===== config.mk =====
export PLATFORM = sky130hd
export DESIGN_NAME = dmem_access_ctrl_flat
export DESIGN_NICKNAME = d
export VERILOG_FILES = /design/src/rtl/dmem_access_ctrl_pkg.sv /design/src/rtl/dmem_access_ctrl_if.sv /design/src/rtl/dmem_lane_align.sv /design/src/rtl/dmem_access_ctrl.sv /design/src/flat_wrapper.sv
export SDC_FILE = /design/constraint.sdc
export NUM_CORES = 1
export LEC_CHECK = 0
export BUFFER_PORTS_ARGS = -buffer_cell sky130_fd_sc_hd__buf_2
export CAP_MARGIN = 20
export CORE_UTILIZATION = 48
export DETAILED_ROUTE_END_ITERATION = 6
export HOLD_SLACK_MARGIN = 0.08
export PLACE_DENSITY = 0.89
export SETUP_SLACK_MARGIN = 0.3
export SLEW_MARGIN = 20
export SYNTH_ARGS = -nofsm -noshare
export SYNTH_HDL_FRONTEND = slang
export SYNTH_SLANG_ARGS = --single-unit

===== constraint.sdc =====
create_clock -name clk -period 3.1 [get_ports clk]
set_clock_uncertainty 0.2 [all_clocks]
set_input_delay 0.775 -clock clk [delete_from_list [all_inputs] [get_ports clk]]
set_output_delay 0.775 -clock clk [all_outputs]
set_load 0.02 [all_outputs]

===== src/rtl/dmem_access_ctrl_pkg.sv =====
// dmem_pkg: shared types and helpers for the data-memory access controller.
//   SZ_*      request size encodings (11 is illegal)
//   state_t   controller FSM states
//   misalign  flags requests that may never reach the RAM
package dmem_pkg;

  localparam int DATA_W = 32;

  localparam logic [1:0] SZ_B = 2'b00;
  localparam logic [1:0] SZ_H = 2'b01;
  localparam logic [1:0] SZ_W = 2'b10;

  typedef enum logic [2:0] {
    IDLE,
    READ,
    RDATA,
    WRITE,
    RESP,
    ERR
  } state_t;

  // Misaligned half/word or the illegal size code.
  function automatic logic misalign(input logic [1:0] size, input logic [1:0] a);
    case (size)
      SZ_B:    misalign = 1'b0;
      SZ_H:    misalign = a[0];
      SZ_W:    misalign = (a != 2'b00);
      default: misalign = 1'b1;
    endcase
  endfunction

endpackage


===== src/rtl/dmem_access_ctrl_if.sv =====
// Core-side load/store port of the data-memory controller.
//   req_*  valid/ready request (write flag, size, unsigned, byte address, wdata)
//   rsp_*  one-cycle response pulse with load data and error flag
//   master = core, slave = controller
interface dmem_access_ctrl_if #(
  parameter int ADDR_W = 10
);
  logic              req_valid;
  logic              req_ready;
  logic              req_write;
  logic [1:0]        req_size;
  logic              req_unsigned;
  logic [ADDR_W+1:0] req_addr;
  logic [31:0]       req_wdata;
  logic              rsp_valid;
  logic [31:0]       rsp_rdata;
  logic              rsp_err;

  modport master (
    output req_valid, req_write, req_size, req_unsigned, req_addr, req_wdata,
    input  req_ready, rsp_valid, rsp_rdata, rsp_err
  );

  modport slave (
    input  req_valid, req_write, req_size, req_unsigned, req_addr, req_wdata,
    output req_ready, rsp_valid, rsp_rdata, rsp_err
  );
endinterface


===== src/rtl/dmem_lane_align.sv =====
// Byte-lane alignment for a 32-bit little-endian RAM word.
//   word        RAM word being read
//   addr        byte offset within the word (lane)
//   size/uns    access size and zero-extend flag for loads
//   wdata       right-aligned store data
//   load_data   extracted, sign/zero-extended load result
//   merged_word word with only the addressed lanes replaced by wdata
module dmem_lane_align
  import dmem_pkg::*;
(
  input  logic [31:0] word,
  input  logic [1:0]  addr,
  input  logic [1:0]  size,
  input  logic        uns,
  input  logic [31:0] wdata,
  output logic [31:0] load_data,
  output logic [31:0] merged_word
);
  logic [4:0]  bsh, hsh;
  logic [7:0]  lane_b;
  logic [15:0] lane_h;

  assign bsh    = {addr, 3'b000};
  assign hsh    = {addr[1], 4'b0000};
  assign lane_b = word[bsh +: 8];
  assign lane_h = word[hsh +: 16];

  always_comb begin
    load_data   = word;
    merged_word = word;
    case (size)
      SZ_B: begin
        load_data             = uns ? {24'd0, lane_b} : {{24{lane_b[7]}}, lane_b};
        merged_word[bsh +: 8] = wdata[7:0];
      end
      SZ_H: begin
        load_data              = uns ? {16'd0, lane_h} : {{16{lane_h[15]}}, lane_h};
        merged_word[hsh +: 16] = wdata[15:0];
      end
      SZ_W:    merged_word = wdata;
      default: load_data   = '0;
    endcase
  end
endmodule


===== src/rtl/dmem_access_ctrl.sv =====
// Data-memory access controller: core load/store port -> word-wide RAM.
//   clk, rst     clock, synchronous active-high reset
//   bus          core request/response (slave side)
//   ram_cs/oe/wr RAM strobes; ram_address word address; ram_datain write word
//   ram_dataout  RAM read data, valid the cycle after cs&oe
// Sub-word stores are read-modify-write; misaligned requests go straight to ERR.
module dmem_access_ctrl
  import dmem_pkg::*;
#(
  parameter int ADDR_W = 10
) (
  input  logic              clk,
  input  logic              rst,
  dmem_access_ctrl_if.slave bus,
  output logic              ram_cs,
  output logic              ram_oe,
  output logic              ram_wr,
  output logic [ADDR_W-1:0] ram_address,
  output logic [31:0]       ram_datain,
  input  logic [31:0]       ram_dataout
);
  state_t            state_q, state_d;
  logic              write_q, uns_q;
  logic [1:0]        size_q;
  logic [ADDR_W+1:0] addr_q;
  logic [31:0]       wdata_q;
  // Holds the load result for RESP, or the word to write in WRITE.
  logic [31:0]       word_q;
  logic [31:0]       load_data, merged_word;
  logic              accept;

  assign accept = (state_q == IDLE) && bus.req_valid;

  dmem_lane_align u_align (
    .word        (ram_dataout),
    .addr        (addr_q[1:0]),
    .size        (size_q),
    .uns         (uns_q),
    .wdata       (wdata_q),
    .load_data   (load_data),
    .merged_word (merged_word)
  );

  always_ff @(posedge clk) begin
    if (rst) state_q <= IDLE;
    else     state_q <= state_d;
  end

  always_ff @(posedge clk) begin
    if (rst) begin
      write_q <= 1'b0;
      uns_q   <= 1'b0;
      size_q  <= '0;
      addr_q  <= '0;
      wdata_q <= '0;
      word_q  <= '0;
    end else if (accept) begin
      write_q <= bus.req_write;
      uns_q   <= bus.req_unsigned;
      size_q  <= bus.req_size;
      addr_q  <= bus.req_addr;
      wdata_q <= bus.req_wdata;
      // Aligned word stores skip the read, so the write word is wdata itself.
      word_q  <= bus.req_write ? bus.req_wdata : '0;
    end else if (state_q == RDATA) begin
      word_q  <= write_q ? merged_word : load_data;
    end
  end

  always_comb begin
    state_d = state_q;
    case (state_q)
      IDLE: if (bus.req_valid) begin
        if (misalign(bus.req_size, bus.req_addr[1:0]))   state_d = ERR;
        else if (bus.req_write && bus.req_size == SZ_W) state_d = WRITE;
        else                                            state_d = READ;
      end
      READ:    state_d = RDATA;
      RDATA:   state_d = write_q ? WRITE : RESP;
      WRITE:   state_d = RESP;
      RESP:    state_d = IDLE;
      ERR:     state_d = IDLE;
      default: state_d = IDLE;
    endcase
  end

  always_comb begin
    bus.req_ready = 1'b0;
    bus.rsp_valid = 1'b0;
    bus.rsp_err   = 1'b0;
    bus.rsp_rdata = '0;
    ram_cs        = 1'b0;
    ram_oe        = 1'b0;
    ram_wr        = 1'b0;
    ram_address   = addr_q[ADDR_W+1:2];
    ram_datain    = word_q;
    case (state_q)
      IDLE:  bus.req_ready = 1'b1;
      READ:  begin ram_cs = 1'b1; ram_oe = 1'b1; end
      WRITE: begin ram_cs = 1'b1; ram_wr = 1'b1; end
      RESP: begin
        bus.rsp_valid = 1'b1;
        if (!write_q) bus.rsp_rdata = word_q;
      end
      ERR: begin
        bus.rsp_valid = 1'b1;
        bus.rsp_err   = 1'b1;
      end
      default: ;
    endcase
  end
endmodule


===== src/flat_wrapper.sv =====
// flat-port wrapper written by rule: the top's interface ports become plain ports
module dmem_access_ctrl_flat import dmem_pkg::*;
#(
  parameter int ADDR_W = 10
)
  (clk, rst, ram_cs, ram_oe, ram_wr, ram_address, ram_datain, ram_dataout, bus_req_valid, bus_req_write, bus_req_size, bus_req_unsigned, bus_req_addr, bus_req_wdata, bus_req_ready, bus_rsp_valid, bus_rsp_rdata, bus_rsp_err);
  dmem_access_ctrl_if #(.ADDR_W(ADDR_W)) bus_i ();
  input  logic clk;
  input  logic rst;
  output logic ram_cs;
  output logic ram_oe;
  output logic ram_wr;
  output logic [ADDR_W-1:0] ram_address;
  output logic [31:0] ram_datain;
  input  logic [31:0] ram_dataout;
  input wire logic [$bits(bus_i.req_valid)-1:0] bus_req_valid;
  input wire logic [$bits(bus_i.req_write)-1:0] bus_req_write;
  input wire logic [$bits(bus_i.req_size)-1:0] bus_req_size;
  input wire logic [$bits(bus_i.req_unsigned)-1:0] bus_req_unsigned;
  input wire logic [$bits(bus_i.req_addr)-1:0] bus_req_addr;
  input wire logic [$bits(bus_i.req_wdata)-1:0] bus_req_wdata;
  output wire logic [$bits(bus_i.req_ready)-1:0] bus_req_ready;
  output wire logic [$bits(bus_i.rsp_valid)-1:0] bus_rsp_valid;
  output wire logic [$bits(bus_i.rsp_rdata)-1:0] bus_rsp_rdata;
  output wire logic [$bits(bus_i.rsp_err)-1:0] bus_rsp_err;
  assign bus_i.req_valid = bus_req_valid;
  assign bus_i.req_write = bus_req_write;
  assign bus_i.req_size = bus_req_size;
  assign bus_i.req_unsigned = bus_req_unsigned;
  assign bus_i.req_addr = bus_req_addr;
  assign bus_i.req_wdata = bus_req_wdata;
  assign bus_req_ready = bus_i.req_ready;
  assign bus_rsp_valid = bus_i.rsp_valid;
  assign bus_rsp_rdata = bus_i.rsp_rdata;
  assign bus_rsp_err = bus_i.rsp_err;
  dmem_access_ctrl #(.ADDR_W(ADDR_W)) u_core (.clk(clk), .rst(rst), .bus(bus_i), .ram_cs(ram_cs), .ram_oe(ram_oe), .ram_wr(ram_wr), .ram_address(ram_address), .ram_datain(ram_datain), .ram_dataout(ram_dataout));
endmodule

==> flow_summary.yaml, run 1 <==
status:
  status: "complete, no violations"
synth:
  yosys_warnings: 0
  synth_compound_area_share_pct: 28.1
  synth_fa_ha_area_share_pct: 1.13
  ys.flop_type: "dfxtp_1"
  synth-seq-area-share_pct: 29.9
  syn_area_sq_mm: 0.00555
  synth-simple-area-share_pct: 29.4
  syn_avg_cell_area_sq_um: 7.08
  synthCells: 785
  synth_top_family_by_area: "simple AND/OR/NAND/NOR gates"
  yosysUniqueCellTypes: 56
  syn_nets: 873
  ys_ff_latch: 83
  synthMuxAreaShare_pct: 4.33
  synth_edf_count: 0
  synth_xor_area_share_pct: 0.158
  async_reset_ff_share_pct: 0
sta:
  timing.fmax_mhz: 369
  min_period_ns: 2.71
  worst_slew_pin_slew_ns: 0.741
  post-route-period-util_pct: 87.3
  setup_viol: 0
  rsz0062_at_grt: "false"
  hold_viol: 0
  maxSlewHeadroom_pct: 50.5
  fin_ws_ns: 0.393
  slew_viol_final: 0
  setup_tns_ns: 0
pwr:
  p_comb_share_pct: 29.4
  clkPwrFrac_pct: 33.5
  p_switching_mw: 1.27
  power-per-cell-area_mw_per_mm2: 507
  p_sw_share_pct: 36.7
  power_leakage_nw: 2.95
  p_seq_share_pct: 37.1
  p_int_mw: 2.20
  ir_drop_v: 0.000278
setup_path:
  crit_chain: "nor2b_4 > nor3b_4 > buf_6 > buf_12 > and2_1 > buf_2"
  startpoint_type: "register"
  critPathBufInv: 3
  r2r_start: "u_core.state_q[1]$_SDFFE_PP0P_"
  cp_max_fo: 14
  r2r-end: "u_core.ram_datain[8]$_SDFFE_PP0P_"
  cp-end-kind: "primary output"
  slowest_stage: "dfxtp_4"
  crit_path_end: "bus_rsp_rdata[29]"
  ff2ff_path_depth: 6
  ff2ff_setup_slack_ns: 0.45
  cp.required_ns: 2.12
  cp.depth: 6
  crit_type: "register to primary output"
  startpoint: "u_core.state_q[2]$_SDFFE_PP0P_"
  critical_path.top_delay_family: "simple AND/OR/NAND/NOR gates"
  cpPeakStageDelay_ns: 0.37
  cp.arrival_ns: 1.73
floorplan:
  ios: 163
  die_w_microns: 110
  coreArea_sq_mm: 0.0111
  die-area_sq_mm: 0.0120
  row_count: 38
  start_util_pct: 50.1
  fp.dieH_microns: 110
clock_tree:
  cts_root_buffer: "clkbuf_16"
  cts_buffers: 9
  cts.clk_slew.worst_paths_ns: 0.07
  clock_path_buffers: 2
  clk_latency_ns: 0.35
  clkSinkCount: 83
  htree_levels: 3
  cts_tree: "yes"
global_routing:
  grt_pass1_wl_mm: 31.1
  grt.total_usage_pct: 34.1
  grt_max_degree: 60
  antenna_found_initial: 0
  grt_pass1_vias: 6091
  grt_overflow: 0
final_layout:
  antenna_cells: 0
  fillers: 1007
  layout-drive-gt1-share_pct: 26.8
  layout_commonest_cell: "nand2_1"
  nets: 1001
  stdcell_count: 1058
  synthToLayoutAreaGrowth_pct: 23.2
  layout_common_cells: "nand2_1 (178), buf_2 (155), a21oi_1 (97), dfxtp_1 (80), o21ai_0 (46)"
routing:
  drc: 0
  drtPass1Iterations: 5
  wl_per_cell_microns: 19.2
  finalWirelength_mm: 20.3
  via_count: 6741
  drtIter0Drc: 729
  via_per_inst: 6.37
  ant_nets: 0
job:
  max-cap-violations: 0
place:
  place_ws_ns: 0.191
  io_buffers: 162
  place_hpwl_mm: 14.0
  dpl.cell_count: 1039
  gp_congestion: 0.984
hold_path:
  hp-start: "u_core.wdata_q[23]$_SDFFE_PP0P_"
  hp-class: "register to register"
## final cells by class
cell class                 instances  area, sq um  area share, %
sequential                        83         1670           24.4
inverter                           4         15.0          0.219
multi-input combinational        617         3530           51.6
timing repair buffer             198         1140           16.7
clock buffer                       9          225           3.29
clock inverter                     7         87.6           1.28
tap                              140          175           2.56
## per-layer routing
layer	vias up	part of all wire, %	global-route usage [%]	routed length, microns
met1	3055	37	41.7	7580
met3	113	13	10.6	2710
met4	0	5.7	19.3	1160
met2	531	44	52.9	8840
met5	-	0	0	0
li1	3042	-	-	-
## worst min-delay path: cells and delay by family, from the launching register on
kind,cells,cell delay (ns)
DFF,1,0.31
and+or+nand+nor,1,0.05
AOI/OAI and AO/OA,1,0.05
## power by group through the flow
stage | Clock (mW) | Combinational (mW) | Sequential [mW]
after floorplan | 0 | 0.605 | 1.32
final | 1.16 | 1.02 | 1.29
after global routing | 1.22 | 1.11 | 1.30
after global placement | 0 | 0.954 | 1.30
after CTS | 1.17 | 0.991 | 1.28
after detailed placement | 0 | 0.971 | 1.30
## synth_stat cells, types with 2 or more instances
| cell | number | area, sq um |
|---|---|---|
| nor3b_1 | 4 | 30.0 |
| dfxtp_1 | 83 | 1660 |
| a2111o_1 | 7 | 78.8 |
| nand2b_1 | 4 | 25.0 |
| buf_1 | 8 | 30.0 |
| and2_1 | 37 | 231 |
| inv_1 | 4 | 15.0 |
| a221oi_2 | 7 | 105 |
| nor4b_1 | 2 | 17.5 |
| a211oi_1 | 13 | 97.6 |
| or2_2 | 2 | 12.5 |
| a221oi_1 | 6 | 52.6 |
| and3_1 | 2 | 12.5 |
| and4_1 | 2 | 17.5 |
| nor4_1 | 8 | 50.1 |
| a22oi_1 | 3 | 22.5 |
| mux2_2 | 8 | 90.1 |
| buf_2 | 12 | 60.1 |
| or3_1 | 4 | 25.0 |
| a22o_1 | 5 | 43.8 |
| nor2b_1 | 5 | 31.3 |
| nand3_1 | 35 | 175 |
| mux2i_1 | 15 | 150 |
| o32ai_1 | 2 | 17.5 |
| buf_4 | 10 | 75.1 |
| o21bai_1 | 2 | 15.0 |
| clkbuf_1 | 49 | 184 |
| nand2_1 | 178 | 668 |
| a21oi_2 | 2 | 17.5 |
| a21o_1 | 11 | 82.6 |
| nor3_1 | 14 | 70.1 |
| o21ai_0 | 46 | 230 |
| nor2_1 | 46 | 173 |
| a21oi_1 | 97 | 485 |
| a311oi_1 | 16 | 140 |
| ha_1 | 5 | 62.6 |
| buf_6 | 2 | 22.5 |
| a2111oi_0 | 9 | 78.8 |
| a31oi_1 | 3 | 18.8 |
## cells by family after synthesis
group	after synthesis
AOI/OAI and AO/OA	236
xor gates and xnor gates	1
adders and majority gates	5
buffers and inverters	85
DFF	83
muxes	23
and+or+nand+nor	352
## sequential cells by signal, indices dropped and copies added (netlist names)
| name | count |
|---|---|
| u_core.size_q | 2 |
| u_core.addr_q | 12 |
| u_core.ram_datain | 32 |
| u_core.state_q | 3 |
| u_core.wdata_q | 32 |
| u_core.uns_q | 1 |
| u_core.write_q | 1 |
## what timing repair did
item / CTS / global route
setup buffers: 1 / 1
cloned: 1 / 0
resized for setup: 5 / 14
hold buffers: 0 / 0
setup endpoints to repair: 27 / 32
## worst min path at each step
stage,end,slack (ns),cells past startpoint
after floorplan,u_core.wdata_q[16]$_SDFFE_PP0P_,0.23,2
after global placement,u_core.addr_q[8]$_SDFFE_PP0P_,0.24,2
after detailed placement,u_core.wdata_q[20]$_SDFFE_PP0P_,0.25,2
after CTS,u_core.wdata_q[20]$_SDFFE_PP0P_,0.26,2
after global routing,u_core.wdata_q[23]$_SDFFE_PP0P_,0.28,2
final,u_core.wdata_q[23]$_SDFFE_PP0P_,0.26,2
## through the flow
stage / total power [mW] / hold WS [ns] / util [%] / cell area [sq um]
after floorplan: 1.92 / 0.234 / - / 5560
after global placement: 2.25 / 0.240 / 58.3 / 6460
after detailed placement: 2.27 / 0.245 / 58.3 / 6460
after CTS: 3.44 / 0.256 / 61.4 / 6800
after global routing: 3.62 / 0.280 / 61.8 / 6840
final: 3.47 / 0.255 / 61.8 / 6840
(Power assumes the default switching activity.)
==> run 2: changes to the inputs <==
--- a/config.mk
+++ b/config.mk
@@ -7,12 +7,12 @@
 export LEC_CHECK = 0
 export BUFFER_PORTS_ARGS = -buffer_cell sky130_fd_sc_hd__buf_2
 export CAP_MARGIN = 20
-export CORE_UTILIZATION = 48
+export CORE_UTILIZATION = 32
 export DETAILED_ROUTE_END_ITERATION = 6
 export HOLD_SLACK_MARGIN = 0.08
-export PLACE_DENSITY = 0.89
+export PLACE_DENSITY = 0.67
 export SETUP_SLACK_MARGIN = 0.3
-export SLEW_MARGIN = 20
+export SLEW_MARGIN = 15
 export SYNTH_ARGS = -nofsm -noshare
 export SYNTH_HDL_FRONTEND = slang
 export SYNTH_SLANG_ARGS = --single-unit
==> run 2 against run 1 <==
Against the previous run:
- via count fell by 6.0%
- sequential cell count is the same
- first-iteration DRC count grew 8.1%
- die area increased by 49%
- non-clock buffer count is 2 lower
- power decreased by 2.0%
- core utilization shrank 21 points
- cell area up 0.29%
- worst hold slack worse by 0.0039 ns
- worst setup slack better by 0.027 ns
- clock power is 4% lower
- critical endpoint is now bus_rsp_rdata[19]
- largest power group unchanged
==> flow_summary.yaml, run 2 (same netlist as run 1, synthesis figures left out) <==
global_routing:
  grt_pass1_wl_mm: 32.5
  grt_overflow: 0
  antenna_found_initial: 0
  grt_max_degree: 40
  grt_pass1_vias: 5573
  grt.total_usage_pct: 23.8
routing:
  wl_per_cell_microns: 18.9
  finalWirelength_mm: 21.5
  drtIter0Drc: 788
  ant_nets: 0
  via_per_inst: 5.58
  via_count: 6338
  drc: 0
  drtPass1Iterations: 5
final_layout:
  antenna_cells: 0
  layout-drive-gt1-share_pct: 26.3
  synthToLayoutAreaGrowth_pct: 23.6
  fillers: 1779
  nets: 999
  layout_commonest_cell: "nand2_1"
  layout_common_cells: "nand2_1 (178), buf_2 (162), a21oi_1 (97), dfxtp_1 (81), o21ai_0 (46)"
setup_path:
  cp-end-kind: "primary output"
  crit_path_end: "bus_rsp_rdata[19]"
  ff2ff_setup_slack_ns: 0.51
  crit_chain: "nor2b_4 > nor3b_4 > buf_4 > buf_6 > and2_1 > buf_2"
  startpoint_type: "register"
  r2r-end: "u_core.ram_datain[11]$_SDFFE_PP0P_"
  ff2ff_path_depth: 6
  startpoint: "u_core.state_q[2]$_SDFFE_PP0P_"
  crit_type: "register to primary output"
  cp_max_fo: 16
  cpPeakStageDelay_ns: 0.38
  cp.required_ns: 2.12
  cp.arrival_ns: 1.70
  slowest_stage: "dfxtp_4"
  r2r_start: "u_core.state_q[1]$_SDFFE_PP0P_"
floorplan:
  row_count: 47
  fp.dieH_microns: 134
  start_util_pct: 33.1
  die-area_sq_mm: 0.0179
  die_w_microns: 134
  ios: 163
  coreArea_sq_mm: 0.0168
hold_path:
  hp-start: "u_core.addr_q[8]$_SDFFE_PP0P_"
  hp-class: "register to register"
status:
  status: "complete, no violations"
sta:
  setup_tns_ns: 0
  post-route-period-util_pct: 86.5
  timing.fmax_mhz: 373
  slew_viol_final: 0
  setup_viol: 0
  hold_slack_ns: 0.251
  min_period_ns: 2.68
  hold_viol: 0
  maxSlewHeadroom_pct: 54.5
  worst_slew_pin_slew_ns: 0.681
  rsz0062_at_grt: "false"
clock_tree:
  clock_path_buffers: 2
  htree_levels: 3
  cts_tree: "yes"
  clk_latency_ns: 0.35
  cts_root_buffer: "clkbuf_16"
  cts.clk_slew.worst_paths_ns: 0.06
  cts_buffers: 9
  hold_buffers: 0
  clkSinkCount: 83
pwr:
  power_leakage_nw: 2.91
  ir_drop_v: 0.000404
  power-per-cell-area_mw_per_mm2: 495
job:
  max-cap-violations: 0
place:
  io_buffers: 162
  gp_congestion: 0.994
  place_hpwl_mm: 15.7
run 2: final cells by class:
class	instances	area (sq um)	share of cell area, %
Multi-Input combinational cell	617	3530	51.5
Sequential cell	83	1670	24.3
Timing Repair Buffer	196	1080	15.7
Tap cell	220	275	4.01
Clock buffer	12	246	3.59
Clock inverter	4	50.0	0.729
Inverter	4	15.0	0.219
run 2: critical path, delay by kind of cell (launching register included):
family,cells,cell delay (ns)
flip-flops,1,0.38
buffers and inverters,3,0.47
AND/OR/NAND/NOR,3,0.51
run 2: how the worst min path moves through the flow:
stage,endpoint,slack [ns],cells after the start
global placement,u_core.addr_q[9]$_SDFFE_PP0P_,0.24,2
floorplan,u_core.wdata_q[16]$_SDFFE_PP0P_,0.23,2
finish,u_core.addr_q[8]$_SDFFE_PP0P_,0.25,2
detailed placement,u_core.addr_q[8]$_SDFFE_PP0P_,0.25,2
CTS,u_core.addr_q[8]$_SDFFE_PP0P_,0.26,2
global route,u_core.wdata_q[16]$_SDFFE_PP0P_,0.27,2
run 2: what timing repair did:
item	in CTS	in global routing
cloned	1	0
hold endpoints to repair	0	0
setup buffers	2	0
setup endpoints to repair	32	32
resized for setup	6	3
run 2: metrics by stage:
step	instance area, sq um	cells	power, mW	setup WS [ns]	utilization [%]
3_5_place_dp	6520	1117	2.29	0.232	38.9
6_report	6860	1136	3.40	0.420	41.0
3_3_place_gp	6520	1117	2.28	0.354	38.9
4_1_cts	6850	1136	3.41	0.347	40.9
5_1_grt	6860	1136	3.56	0.307	41.0
2_1_floorplan	5560	785	1.92	0.304	-
run 2: power breakdown:
part           switching (mW)  internal [mW]
combinational           0.640          0.368
clock                   0.462          0.646
sequential              0.113           1.17
run 2: layer usage:
metal / global-route usage, % / vias to the layer above / part of all wire [%] / routed length, microns
li1: - / 3035 / - / -
met1: 32.1 / 2900 / 42 / 9110
met2: 35.4 / 356 / 44 / 9360
met3: 6.62 / 47 / 10 / 2240
met4: 9.72 / 0 / 3.7 / 788
met5: 0 / - / 0 / 0
